<file path="src/rtl/pipeline_pkg.sv">
// Shared types for the pipeline hazard/flow controller: hazard-cause encoding
// and default pipeline register indices.
package pipeline_pkg;

  typedef enum logic [1:0] {
    HZ_NONE     = 2'd0,
    HZ_BUSY     = 2'd1,
    HZ_LOAD_USE = 2'd2,
    HZ_REDIRECT = 2'd3
  } hz_cause_e;

  localparam int IDX_IFID  = 0;
  localparam int IDX_IDEX  = 1;
  localparam int IDX_EXMEM = 2;
  localparam int IDX_MEMWB = 3;

endpackage

</file>
<file path="src/rtl/pipeline_ctrl_if.sv">
// Hazard-controller bundle between the core (master) and pipeline_ctrl (slave).
// Perf counter signals exist only when PIPELINE_CTRL_PERF_EN is defined.
interface pipeline_ctrl_if #(
  parameter int STAGES    = 4,
  parameter int BUSY_SRCS = 2,
  parameter int RA_W      = 5,
  parameter int CNT_W     = 32
);
  logic                 if_valid;
  logic [RA_W-1:0]      id_rs1, id_rs2;
  logic                 id_uses_rs1, id_uses_rs2;
  logic [RA_W-1:0]      ex_rd;
  logic                 ex_is_load;
  logic [BUSY_SRCS-1:0] busy;
  logic                 redirect;

  logic [STAGES-1:0]    stage_valid, stage_en, stage_flush;
  logic                 pc_en, retire;
  pipeline_pkg::hz_cause_e hz_cause;

`ifdef PIPELINE_CTRL_PERF_EN
  logic                 perf_clr;
  logic [CNT_W-1:0]     perf_cycles, perf_retired, perf_stall_busy, perf_stall_load, perf_flush;
`endif

  if (CNT_W < 1) begin : g_bad_cnt_w
    $error("pipeline_ctrl_if: CNT_W must be at least 1");
  end

  modport master (
    output if_valid, id_rs1, id_rs2, id_uses_rs1, id_uses_rs2, ex_rd, ex_is_load, busy, redirect,
`ifdef PIPELINE_CTRL_PERF_EN
    output perf_clr,
    input  perf_cycles, perf_retired, perf_stall_busy, perf_stall_load, perf_flush,
`endif
    input  stage_valid, stage_en, stage_flush, pc_en, retire, hz_cause
  );

  modport slave (
    input  if_valid, id_rs1, id_rs2, id_uses_rs1, id_uses_rs2, ex_rd, ex_is_load, busy, redirect,
`ifdef PIPELINE_CTRL_PERF_EN
    input  perf_clr,
    output perf_cycles, perf_retired, perf_stall_busy, perf_stall_load, perf_flush,
`endif
    output stage_valid, stage_en, stage_flush, pc_en, retire, hz_cause
  );
endinterface

</file>
<file path="src/rtl/pipeline_ctrl_sat_counter.sv">
// Saturating event counter with synchronous clear; clear beats increment.
module sat_counter #(
  parameter int CNT_W = 32
) (
  input  logic             clk,
  input  logic             rst_n,
  input  logic             inc_i,
  input  logic             clr_i,
  output logic [CNT_W-1:0] cnt_o
);
  logic [CNT_W-1:0] cnt_q, cnt_d;

  always_comb begin
    cnt_d = cnt_q;
    if (clr_i)                      cnt_d = '0;
    else if (inc_i && cnt_q != '1)  cnt_d = cnt_q + 1'b1;
  end

  always_ff @(posedge clk or negedge rst_n) begin
    if (!rst_n) cnt_q <= '0;
    else        cnt_q <= cnt_d;
  end

  assign cnt_o = cnt_q;
endmodule

</file>
<file path="src/rtl/pipeline_ctrl.sv">
// Cause-prioritised pipeline hazard/flow controller (BUSY > REDIRECT > LOAD_USE).
// Define PIPELINE_CTRL_PERF_EN to add five saturating performance counters.
module pipeline_ctrl
  import pipeline_pkg::*;
#(
  parameter int STAGES    = 4,
  parameter int EX_STAGE  = IDX_IDEX,
  parameter int BUSY_SRCS = 2,
  parameter int RA_W      = 5,
  parameter int CNT_W     = 32
) (
  input  logic          clk,
  input  logic          reset,
  pipeline_ctrl_if.slave bus
);

  if (EX_STAGE < 1 || EX_STAGE >= STAGES) begin : g_bad_ex
    $error("pipeline_ctrl: EX_STAGE out of range");
  end
  if (CNT_W < 1) begin : g_bad_cnt
    $error("pipeline_ctrl: CNT_W must be at least 1");
  end

  logic [STAGES-1:0] v_q, v_d, en, flush, shift_in;
  logic              busy_any, redir, load_use, rs1_hit, rs2_hit, pc_en, retire;
  hz_cause_e         cause;

  // A bubble in EX_STAGE can neither redirect nor cause a load-use stall.
  always_comb begin
    busy_any = |bus.busy;
    redir    = bus.redirect & v_q[EX_STAGE];
    rs1_hit  = bus.id_uses_rs1 & (bus.id_rs1 == bus.ex_rd);
    rs2_hit  = bus.id_uses_rs2 & (bus.id_rs2 == bus.ex_rd);
    load_use = v_q[IDX_IFID] & v_q[EX_STAGE] & bus.ex_is_load &
               (bus.ex_rd != '0) & (rs1_hit | rs2_hit);
    if (!reset)        cause = HZ_NONE;
    else if (busy_any) cause = HZ_BUSY;
    else if (redir)    cause = HZ_REDIRECT;
    else if (load_use) cause = HZ_LOAD_USE;
    else               cause = HZ_NONE;
  end

  always_comb begin
    en    = '0;
    flush = '0;
    pc_en = 1'b0;
    if (!reset) begin
      flush = '1;
    end else begin
      case (cause)
        HZ_BUSY: ;
        HZ_REDIRECT: begin
          en    = '1;
          pc_en = 1'b1;
          for (int i = 0; i <= EX_STAGE; i++) flush[i] = 1'b1;
        end
        HZ_LOAD_USE: begin
          for (int i = EX_STAGE; i < STAGES; i++) en[i] = 1'b1;
          flush[EX_STAGE] = 1'b1;
        end
        default: begin
          en    = '1;
          pc_en = 1'b1;
        end
      endcase
    end
  end

  // Enabled registers take their predecessor's valid (or a bubble if flushed).
  assign shift_in = {v_q[STAGES-2:0], bus.if_valid};
  assign v_d      = (en & ~flush & shift_in) | (~en & v_q);
  assign retire   = v_q[STAGES-1] & ~busy_any & reset;

  always_ff @(posedge clk or negedge reset) begin
    if (!reset) v_q <= '0;
    else        v_q <= v_d;
  end

  assign bus.stage_valid = v_q;
  assign bus.stage_en    = en;
  assign bus.stage_flush = flush;
  assign bus.pc_en       = pc_en;
  assign bus.retire      = retire;
  assign bus.hz_cause    = cause;

`ifdef PIPELINE_CTRL_PERF_EN
  logic [4:0]            perf_inc;
  logic [4:0][CNT_W-1:0] perf_cnt;

  assign perf_inc = {cause == HZ_REDIRECT, cause == HZ_LOAD_USE, cause == HZ_BUSY, retire, 1'b1};

  for (genvar k = 0; k < 5; k++) begin : g_perf
    sat_counter #(.CNT_W(CNT_W)) u_cnt (
      .clk   (clk),
      .rst_n (reset),
      .inc_i (perf_inc[k]),
      .clr_i (bus.perf_clr),
      .cnt_o (perf_cnt[k])
    );
  end

  assign bus.perf_cycles     = perf_cnt[0];
  assign bus.perf_retired    = perf_cnt[1];
  assign bus.perf_stall_busy = perf_cnt[2];
  assign bus.perf_stall_load = perf_cnt[3];
  assign bus.perf_flush      = perf_cnt[4];
`endif

endmodule

</file>
<file path="src/flat_wrapper.sv">
// flat-port wrapper written by rule: the top's interface ports become plain ports
module pipeline_ctrl_flat import pipeline_pkg::*;
#(
  parameter int STAGES    = 4,
  parameter int EX_STAGE  = IDX_IDEX,
  parameter int BUSY_SRCS = 2,
  parameter int RA_W      = 5,
  parameter int CNT_W     = 32
)
  (clk, reset, bus_if_valid, bus_id_rs1, bus_id_rs2, bus_id_uses_rs1, bus_id_uses_rs2, bus_ex_rd, bus_ex_is_load, bus_busy, bus_redirect, bus_stage_valid, bus_stage_en, bus_stage_flush, bus_pc_en, bus_retire, bus_hz_cause);
  pipeline_ctrl_if #(.STAGES(STAGES), .BUSY_SRCS(BUSY_SRCS), .RA_W(RA_W), .CNT_W(CNT_W)) bus_i ();
  input  logic clk;
  input  logic reset;
  input wire logic [$bits(bus_i.if_valid)-1:0] bus_if_valid;
  input wire logic [$bits(bus_i.id_rs1)-1:0] bus_id_rs1;
  input wire logic [$bits(bus_i.id_rs2)-1:0] bus_id_rs2;
  input wire logic [$bits(bus_i.id_uses_rs1)-1:0] bus_id_uses_rs1;
  input wire logic [$bits(bus_i.id_uses_rs2)-1:0] bus_id_uses_rs2;
  input wire logic [$bits(bus_i.ex_rd)-1:0] bus_ex_rd;
  input wire logic [$bits(bus_i.ex_is_load)-1:0] bus_ex_is_load;
  input wire logic [$bits(bus_i.busy)-1:0] bus_busy;
  input wire logic [$bits(bus_i.redirect)-1:0] bus_redirect;
  output wire logic [$bits(bus_i.stage_valid)-1:0] bus_stage_valid;
  output wire logic [$bits(bus_i.stage_en)-1:0] bus_stage_en;
  output wire logic [$bits(bus_i.stage_flush)-1:0] bus_stage_flush;
  output wire logic [$bits(bus_i.pc_en)-1:0] bus_pc_en;
  output wire logic [$bits(bus_i.retire)-1:0] bus_retire;
  output wire logic [$bits(bus_i.hz_cause)-1:0] bus_hz_cause;
  assign bus_i.if_valid = bus_if_valid;
  assign bus_i.id_rs1 = bus_id_rs1;
  assign bus_i.id_rs2 = bus_id_rs2;
  assign bus_i.id_uses_rs1 = bus_id_uses_rs1;
  assign bus_i.id_uses_rs2 = bus_id_uses_rs2;
  assign bus_i.ex_rd = bus_ex_rd;
  assign bus_i.ex_is_load = bus_ex_is_load;
  assign bus_i.busy = bus_busy;
  assign bus_i.redirect = bus_redirect;
  assign bus_stage_valid = bus_i.stage_valid;
  assign bus_stage_en = bus_i.stage_en;
  assign bus_stage_flush = bus_i.stage_flush;
  assign bus_pc_en = bus_i.pc_en;
  assign bus_retire = bus_i.retire;
  assign bus_hz_cause = bus_i.hz_cause;
  pipeline_ctrl #(.STAGES(STAGES), .EX_STAGE(EX_STAGE), .BUSY_SRCS(BUSY_SRCS), .RA_W(RA_W), .CNT_W(CNT_W)) u_core (.clk(clk), .reset(reset), .bus(bus_i));
endmodule
</file>
<file path="config.mk">
export PLATFORM = sky130hd
export DESIGN_NAME = pipeline_ctrl_flat
export DESIGN_NICKNAME = d
export VERILOG_FILES = /design/src/rtl/pipeline_pkg.sv /design/src/rtl/pipeline_ctrl_if.sv /design/src/rtl/pipeline_ctrl_sat_counter.sv /design/src/rtl/pipeline_ctrl.sv /design/src/flat_wrapper.sv
export SDC_FILE = /design/constraint.sdc
export NUM_CORES = 1
export LEC_CHECK = 0
export CORE_MARGIN = 4
export CORE_UTILIZATION = 29
export DETAILED_ROUTE_END_ITERATION = 7
export PLACE_DENSITY = 0.78
export SYNTH_ARGS = -nofsm -noshare
export SYNTH_HDL_FRONTEND = slang
export SYNTH_SLANG_ARGS = --single-unit
</file>
<file path="constraint.sdc">
create_clock -name clk -period 3 [get_ports clk]
set_input_delay 0.6 -clock clk [delete_from_list [all_inputs] [get_ports clk]]
set_output_delay 0.6 -clock clk [all_outputs]
set_load 0.01 [all_outputs]
</file>
Yosys cells after proc, flatten, opt, wreduce, memory -nomap -nowiden
Index checks and enable logic that the tools add are counted.
- RAM bits: 0
- memories kept: 0
- latch bits: 0
- input bits: 24
- register bits after elaboration: 4
- memory bits (read-only): 0
- bitwise gates (word level): 17
- multiply operators: 0
- $lt $le $gt $ge: 0
- multiplexer cells: 12
- reduce and logical (&&, ||, !) cells: 4
- divide/modulo/power cells: 0
- equality and inequality tests: 5
- $add $sub $neg: 0
- shift operators: 0
- operators by type and width (kind ; number):
    4-bit AND ; 3
    2-bit two-way mux ; 6
    5-bit equality test ; 2
    1-bit AND ; 9
    4-bit inverter ; 2
    2-bit OR reduction ; 3
    5-bit nonzero test ; 1
    2-bit equality test (second input constant) ; 2
    1-bit two-way mux ; 4
    4-bit two-way mux ; 1
    4-bit OR ; 1
    3-bit two-way mux ; 1
    2-bit by 1-bit equality test with 1-bit output (second input constant) ; 1
    1-bit inverter ; 1
    1-bit OR ; 1

Longest topological paths before layout
- word-level depth: 16
- gate-level depth with buffers: 9

Worst setup path after synthesis
Ideal clock, no wire load.
- path kind: in2out
- from: input bus_busy[1]
- to: output bus_stage_en[0]
- path buffers: 1
- setup slack: 180 ps
- cell stages on the path: 8
- required time: 2400 ps
- arrival time: 2220 ps
- cell sequence: nor2_1 nand2_1 inv_1 nand4_1 o32ai_2 ha_1 and2_1 buf_4
- word-level cells in the longest chain between the ends: 7
- elaborated cells between the ends (all ways): 8
- those cells by class: eq/ne: 2; mux: 4; reduce/logical: 2
- ends and longest elaborated chain (item ; RTL line ; text):
    from (decl) ; flat_wrapper.sv:21 ; input wire logic [$bits(bus_i.busy)-1:0] bus_busy;
    2-bit OR reduction (*) ; pipeline_ctrl.sv:30 ; busy_any = |bus.busy;
    2-bit two-way mux (*) ; pipeline_ctrl.sv:37 ; else if (busy_any) cause = HZ_BUSY;
    2-bit two-way mux (*) ; pipeline_ctrl.sv:36 ; if (!reset) cause = HZ_NONE;
    net bus_hz_cause[1] ; flat_wrapper.sv:28 ; output wire logic [$bits(bus_i.hz_cause)-1:0] bus_hz_cause;
    2-bit equality test / 2-bit by 1-bit equality test with 1-bit output (equally long branches) ; pipeline_ctrl.sv:50 ; case (cause)
    2-bit OR reduction (no line) (*) ; n/a ;
    1-bit two-way mux (*) ; pipeline_ctrl.sv:50 ;
    4-bit two-way mux (*) ; pipeline_ctrl.sv:47 ; if (!reset) begin
    to (decl) ; flat_wrapper.sv:24 ; output wire logic [$bits(bus_i.stage_en)-1:0] bus_stage_en;
Mark *: on every way through the listed nets, which the timed path passes. The rest lies on a longest branch.

Final worst setup path
- from: input bus_id_rs2[3]
- to: output bus_stage_flush[1]
- word-level cells in the longest chain between the ends: 12
- elaborated cells between the ends (all ways): 13
- those cells by class: eq/ne: 3; mux: 6; bitwise: 3; reduce/logical: 1
- ends and longest elaborated chain (item ; RTL line ; text):
    from (decl) ; flat_wrapper.sv:16 ; input wire logic [$bits(bus_i.id_rs2)-1:0] bus_id_rs2;
    5-bit equality test (*) ; pipeline_ctrl.sv:33 ; rs2_hit = bus.id_uses_rs2 & (bus.id_rs2 == bus.ex_rd);
    1-bit AND (*) ; pipeline_ctrl.sv:33 ;
    1-bit OR (*) ; pipeline_ctrl.sv:35 ; (bus.ex_rd != '0) & (rs1_hit | rs2_hit);
    1-bit AND (*) ; pipeline_ctrl.sv:35 ;
    2-bit two-way mux (*) ; pipeline_ctrl.sv:39 ; else if (load_use) cause = HZ_LOAD_USE;
    2-bit two-way mux (*) ; pipeline_ctrl.sv:38 ; else if (redir) cause = HZ_REDIRECT;
    2-bit two-way mux (*) ; pipeline_ctrl.sv:37 ;
    2-bit two-way mux (*) ; pipeline_ctrl.sv:36 ;
    2-bit equality test ; pipeline_ctrl.sv:50 ;
    2-bit OR reduction (no line) (*) ; n/a ;
    1-bit two-way mux (*) ; pipeline_ctrl.sv:50 ;
    2-bit two-way mux (*) ; pipeline_ctrl.sv:47 ;
    to (decl) ; flat_wrapper.sv:25 ; output wire logic [$bits(bus_i.stage_flush)-1:0] bus_stage_flush;
Mark *: on every way between the ends. The rest lies on a longest branch, timed or not.

==> reports/metrics.yaml <==
synth-xor-area-share_pct: 21.1
final_cell_mix: "clkdlybuf4s50_1 (19), buf_4 (13), dlygate4sd2_1 (10)"
busiest_layer: "met2"
critical_path_class: "input pin to output port"
vias: 545
met2_usage_pct: 30.8
grt_max_degree: 10
cp-start-kind: "input pin"
syn_to_final_growth_pct: 123
clk_pin_slew_worst_paths_ps: 30
drc: 0
ys_warn_count: 0
rsz0062_at_grt: "yes"
min_path_type: "flip-flop to flip-flop"
cp_data_arrival_time_ps: 2330
fp.dieH_um: 45.8
cp_cell_sequence: "clkdlybuf4s50_1, xnor2_1, and2_0, a32oi_1, o32ai_2, ha_2, nand2b_1, or2_4, buf_6"
drt_iter0_markers: 7
netlist_area_sq_um: 415
hold_violations: 0
layout_commonest_cell: "clkdlybuf4s50_1"
grt_pass1_wl_um: 2520
insertion_delay_ps: 240
async_reset_ff_share_pct: 100
hold_ws_ps: 536
synth_top_flop_cell: "dfrtp_1"
antenna_found_initial: 0
grt_pass1_vias: 606
netlist_instances: 47
synthSimpleGateAreaFrac_pct: 23.5
cts_root_buf: "clkbuf_4"
synth_edf_count: 0
routed_via_density: 4.78
slew_viol_final: 0
period_needed_ps: 2930
met1_usage_pct: 15.7
synth.area.mux_share_pct: 5.42
max_slew_margin_pct: 84.2
cpMaxStageDelayCell: "clkdlybuf4s50_1"
powerDensity_mw_per_mm2: 293
core-area_sq_mm: 0.00132
ant_nets: 0
vdd_drop_max_uv: 330
outcome: "complete, no violations"
p_leak_nw: 0.460
stdcell_count: 114
place.gp.congestion: 0.729
synthDistinctLibCells: 23
setup_viol: 0
routedWlPerCell_um: 14.1
dp.cells: 106
numCtsBuffers: 3
clock_skew_ps: 10.4
nets: 127
drive_gt1_share_pct: 37.4
fp.dieW_um: 45.8
syn_nets: 73
crit_path_max_fanout: 2
avgSynthCellArea_sq_um: 8.84
synth_compound_area_share_pct: 9.04
start_util_pct: 31.5
clk_path_buf_depth: 2
post-dp-hpwl_um: 1260
ioPinCount: 40
htree_levels: 1
largest_reg_flops: 4
fmax_mhz: 342
synth_seq_cells: 4
maxCapViolations: 0
end_kind: "output port"
grt.met3_usage_pct: 5.93
overflow: 0
diodes: 0
firstDrtPassIters: 3
fill_cells: 109
cts_tree: "built"
worst_pin_slew_ps: 234
required_ps: 2400
rows: 13
yosys.area_share.adder_pct: 6.02
cts.sinks: 4
place.port_buffers: 39
wirelength_um: 1600
synth_top_family_by_area: "simple AND/OR/NAND/NOR gates"
fin_crit_sh_pct: 97.5
cp_slowest_stage_delay_ps: 410
dieArea_sq_mm: 0.00210
grtUsageTotal_pct: 16.5
seq_area_frac_synth_pct: 24.1
[synthesized netlist by cell type (2+ instances only)]
| master | n | area share, % |
|---|---|---|
| mux2_2 | 2 | 5.4 |
| nand2_1 | 5 | 4.5 |
| xor2_1 | 8 | 17 |
| ha_1 | 2 | 6.0 |
| nor2_1 | 2 | 1.8 |
| buf_4 | 4 | 7.2 |
| dfrtp_1 | 4 | 24 |
| inv_1 | 4 | 3.6 |
| xnor2_1 | 2 | 4.2 |
[routing by layer]
layer / vias to the layer above / wire length [um]
li1: 263 / -
met1: 248 / 584
met2: 30 / 816
met3: 4 / 156
met4: 0 / 44
met5: - / 0
[per-stage QoR]
| stage | area, sq um | util [%] | worst slack (ps) | TNS, ps | total power [mW] |
|---|---|---|---|---|---|
| floorplan | 415 | - | 180 | 0 | 0.116 |
| global placement | 862 | 65.4 | -532 | -2170 | 0.199 |
| detailed placement | 862 | 65.4 | -581 | -2430 | 0.201 |
| CTS | 902 | 68.5 | 0.000666 | 0 | 0.270 |
| global route | 927 | 70.4 | -17.0 | -17.0 | 0.291 |
| finish | 927 | 70.4 | 74.5 | 0 | 0.272 |
[power breakdown]
part	switching (mW)	leakage (nW)	internal, mW
Clock	0.0227	0.0138	0.0448
Sequential	0.00949	0.0522	0.0647
Combinational	0.0500	0.394	0.0802
Total	0.0822	0.460	0.190
[kinds of logic after synthesis]
family,Yosys count
adders and majority gates,2
muxes,2
DFF,4
buffers and inverters,8
AOI/OAI and AO/OA,4
and+or+nand+nor,17
xor gates and xnor gates,10
[final timing paths]
check | startpoint | endpoint | slack (ps) | cells past startpoint
setup / recovery | bus_id_rs2[3] | bus_stage_flush[1] | 70 | 9
hold / removal | u_core.bus.stage_valid[3]$_DFF_PN0_ | u_core.bus.stage_valid[3]$_DFF_PN0_ | 540 | 1
setup reg to reg | u_core.bus.stage_valid[1]$_DFF_PN0_ | u_core.bus.stage_valid[0]$_DFF_PN0_ | 1180 | 8
hold reg to reg | u_core.bus.stage_valid[3]$_DFF_PN0_ | u_core.bus.stage_valid[3]$_DFF_PN0_ | 540 | 1
max in group asynchronous | reset | u_core.bus.stage_valid[3]$_DFF_PN0_ | 2170 | 2
min in group asynchronous | reset | u_core.bus.stage_valid[1]$_DFF_PN0_ | 690 | 2
[timing repair]
item	4_1_cts	5_1_grt
hold buffers	0	0
buffers inserted	3	2
gates resized for setup	39	13
pin swaps	6	7
endpoints found under the setup margin	5	4
[cell type report]
class / instances / area [sq um] / share of cell area [%]
Tap cell: 15 / 18.8 / 2.02
Clock buffer: 3 / 22.5 / 2.43
Inverter: 4 / 15.0 / 1.62
Timing Repair Buffer: 53 / 475 / 51.3
Sequential cell: 4 / 100 / 10.8
Multi-Input combinational cell: 35 / 295 / 31.8
[worst max-delay path: cells and delay by family]
kind	cells	cell delay, ps
compound gates	2	300
xor+xnor	1	120
buf+inv	2	530
fa+ha+maj	1	200
simple gates	3	570
Note: power is estimated with default switching activity, not from simulation.
